### src/rtl/lfsr_pkg.sv
// Shared LFSR definitions for the sequence generator and the receive-side checker.
package lfsr_pkg;

    localparam int LFSR_N = 14;
    localparam logic [LFSR_N-1:0] LFSR_TAP_MASK = 14'h2015;

    typedef enum logic {
        SEED   = 1'b0,
        LOCKED = 1'b1
    } checker_state_t;

endpackage

### src/rtl/lfsr_step.sv
// One Fibonacci LFSR step: the feedback bit and the shifted state that follows it.
module lfsr_step
    import lfsr_pkg::*;
#(
    parameter int N = LFSR_N
) (
    input  logic [N-1:0] s,
    input  logic [N-1:0] mask,
    output logic         pred,
    output logic [N-1:0] next_s
);

    assign pred   = ^(s & mask);
    assign next_s = {s[N-2:0], pred};

endmodule

### config.mk
export PLATFORM = sky130hd
export DESIGN_NAME = lfsr_step
export DESIGN_NICKNAME = d
export VERILOG_FILES = /design/src/rtl/lfsr_pkg.sv /design/src/rtl/lfsr_step.sv
export SDC_FILE = /design/constraint.sdc
export NUM_CORES = 1
export LEC_CHECK = 0
export CAP_MARGIN = 10
export CORE_AREA = 10 10 47 49
export DETAILED_ROUTE_END_ITERATION = 6
export DIE_AREA = 0 0 57 59
export PLACE_DENSITY = 0.76
export SLEW_MARGIN = 20
export SYNTH_ARGS = -nofsm -noshare
export SYNTH_HDL_FRONTEND = slang
export SYNTH_SLANG_ARGS = --single-unit
### constraint.sdc
create_clock -name vclk -period 3.9
set_input_delay 0.78 -clock vclk [all_inputs]
set_output_delay 0.78 -clock vclk [all_outputs]
set_load 0.1 [all_outputs]
==> summary.txt <==
Power and ir drop
  • Power per cell area: roughly 500 mW/mm²
  • Worst vdd ir: about 0.00044 V
  • Leakage: roughly 0.28 nW
  • Final Power: 0.316 mW

Worst setup path
  • CP Capture Type: output port
  • Kind of critical path: input port to output port
  • Required @ worst endpoint: between 3000 and 4000 ps
  • Crit path launch type: input port
  • Crit Path Max Fanout: 2
  • Arrival time worst endpoint: about 2500 ps

Global route
  • Vias in the first global route: 350
  • Initial antenna violation count: 0
  • Largest net degree at the start of global routing: 3
  • First-pass GRT wire length: 1640 µm
  • GRT Residual Overflow: 0
  • Gr usage total: 0.0569

Worst hold path
  • Worst hold start: s[5]
  • Hold worst-path end: next_s[6]
  • Hold WC Path Type: input port to output port
  • Hold Crit Depth: 2

Yosys
  • Netlist cell types: 7
  • Syn avg cell area: 7.48 µm²
  • Synth area leader: buf_4
  • Mapped Cells: 39
  • Top cells by area, synth: buf_4 (36%), xnor2_1 (21%), nand2_1 (17%), xnor3_1 (15%), xnor2_2 (5.6%)
  • Syn_nets: 67
  • Mapped cell area: 292 µm²
  • Register area share after synthesis: 0
  • Share of the synthesized area in the top cell type: 0.361
  • Synthesis Warnings: 0

Die
  • Die height: 59 µm
  • Core Footprint: 0.00140 mm²
  • Die Wd: approximately 57 µm
  • Num rows: 14
  • Die area: between 0.003 and 0.004 mm²
  • Starting Density: 0.208
  • Io pins: 43

STA
  • Unrepaired setup endpoints after global routing: false
  • Worst-Margin Slew: around 290 ps
  • Final period utilization: 0.831
  • Rel. slew slack: 0.810
  • Final setup fails: 0
  • Final Slew Violations: 0
  • Setup TNS Final: 0 ps
  • Fmax: around 310 MHz
  • Final hold vios: 0
  • Period minus WS final: about 3200 ps

Drt
  • Vias: 335
  • # DRC: 0
  • Routed len/inst: 12.5 µm
  • DRT Wirelength: 1050 µm
  • Drt pass-1 iters: 2
  • Vias/cell: 3.99
  • Antenna-violating nets left: 0
  • Iter 0 DRT Violations: 2

Final layout
  • Nets: 98
  • Clock buffers: 0
  • Fin area: 624 µm²
  • Multi-input logic area: 186 µm²
  • Seq_cells: 0
  • Reg area: 0 µm²
  • Area Growth Syn to Fin: 114%
  • Share of cells above drive strength 1: 0.250
  • # diodes: 0
  • # fillers: 151

Run
  • Maxcap violations: 0

Clock tree
  • CTS resizes: 0
  • Post-CTS Setup Inserts: 0
  • CTS Hold Buffers Added: 0

Placed design
  • Cell Area, Placed: 624 µm²
  • Number of port buffers: 43
  • Detailed placement HPWL: 1030 µm
  • Routability cong.: 0.638

Outcome
  • Status: completed
==> critical path, cell delays in order <==
cell and delay [ps]:
clkdlybuf4s50_1 480, nand2_1 70, xnor2_1 170, xnor3_1 420, xnor3_1 340, buf_12 210
==> Yosys cell counts <==
library cell	count
buf_4	14
nand2_1	13
nand2_2	1
xnor2_1	7
xnor2_2	1
xnor3_1	2
xor2_1	1
==> cell type report <==
cell class / instances / area share
Multi-Input combinational cell: 25 / 0.299
Tap cell: 16 / 0.0321
Timing Repair Buffer: 43 / 0.669
==> report_power, final <==
part / total (mW) / switching (mW) / internal [mW] / leakage, nW
clock network: 0 / 0 / 0 / 0
registers: 0 / 0 / 0 / 0
logic: 0.316 / 0.202 / 0.113 / 0.282
==> stage by stage <==
step / util / instances / setup slack, ps / hold slack (ps)
2_1_floorplan: - / 39 / 435 / 1770
3_3_place_gp: 0.446 / 84 / 682 / 2210
3_5_place_dp: 0.446 / 84 / 661 / 2220
4_1_cts: 0.446 / 84 / 648 / 2220
5_1_grt: 0.446 / 84 / 551 / 2240
6_report: 0.446 / 84 / 659 / 2220
==> worst max path at each step <==
stage,startpoint,end,slack (ps),cells after the start
6_report,s[10],pred,660,6
2_1_floorplan,s[10],next_s[0],430,5
5_1_grt,s[10],pred,550,6
3_3_place_gp,s[10],pred,680,6
4_1_cts,s[10],pred,650,6
3_5_place_dp,s[10],pred,660,6
==> kinds of logic (layout without fill, tap and decap cells) <==
| group | Yosys count | in the layout | share of synthesized area |
|---|---|---|---|
| xor+xnor | 11 | 11 | 0.451 |
| buf+inv | 14 | 43 | 0.361 |
| simple gates | 14 | 14 | 0.189 |
==> placed cells by master, fill, tap and decap left out, drive strengths merged <==
cell type,instances
xnor2,8
clkdlybuf4s50,28
nand2,14
xnor3,2
xor2,1
buf,15
==> layer usage <==
layer | GRT usage | wire (µm)
met1 | 0.0518 | 305
met2 | 0.112 | 580
met3 | 0.0343 | 165
met4 | 0 | 0
met5 | 0 | 0
(Power assumes the default switching activity.)
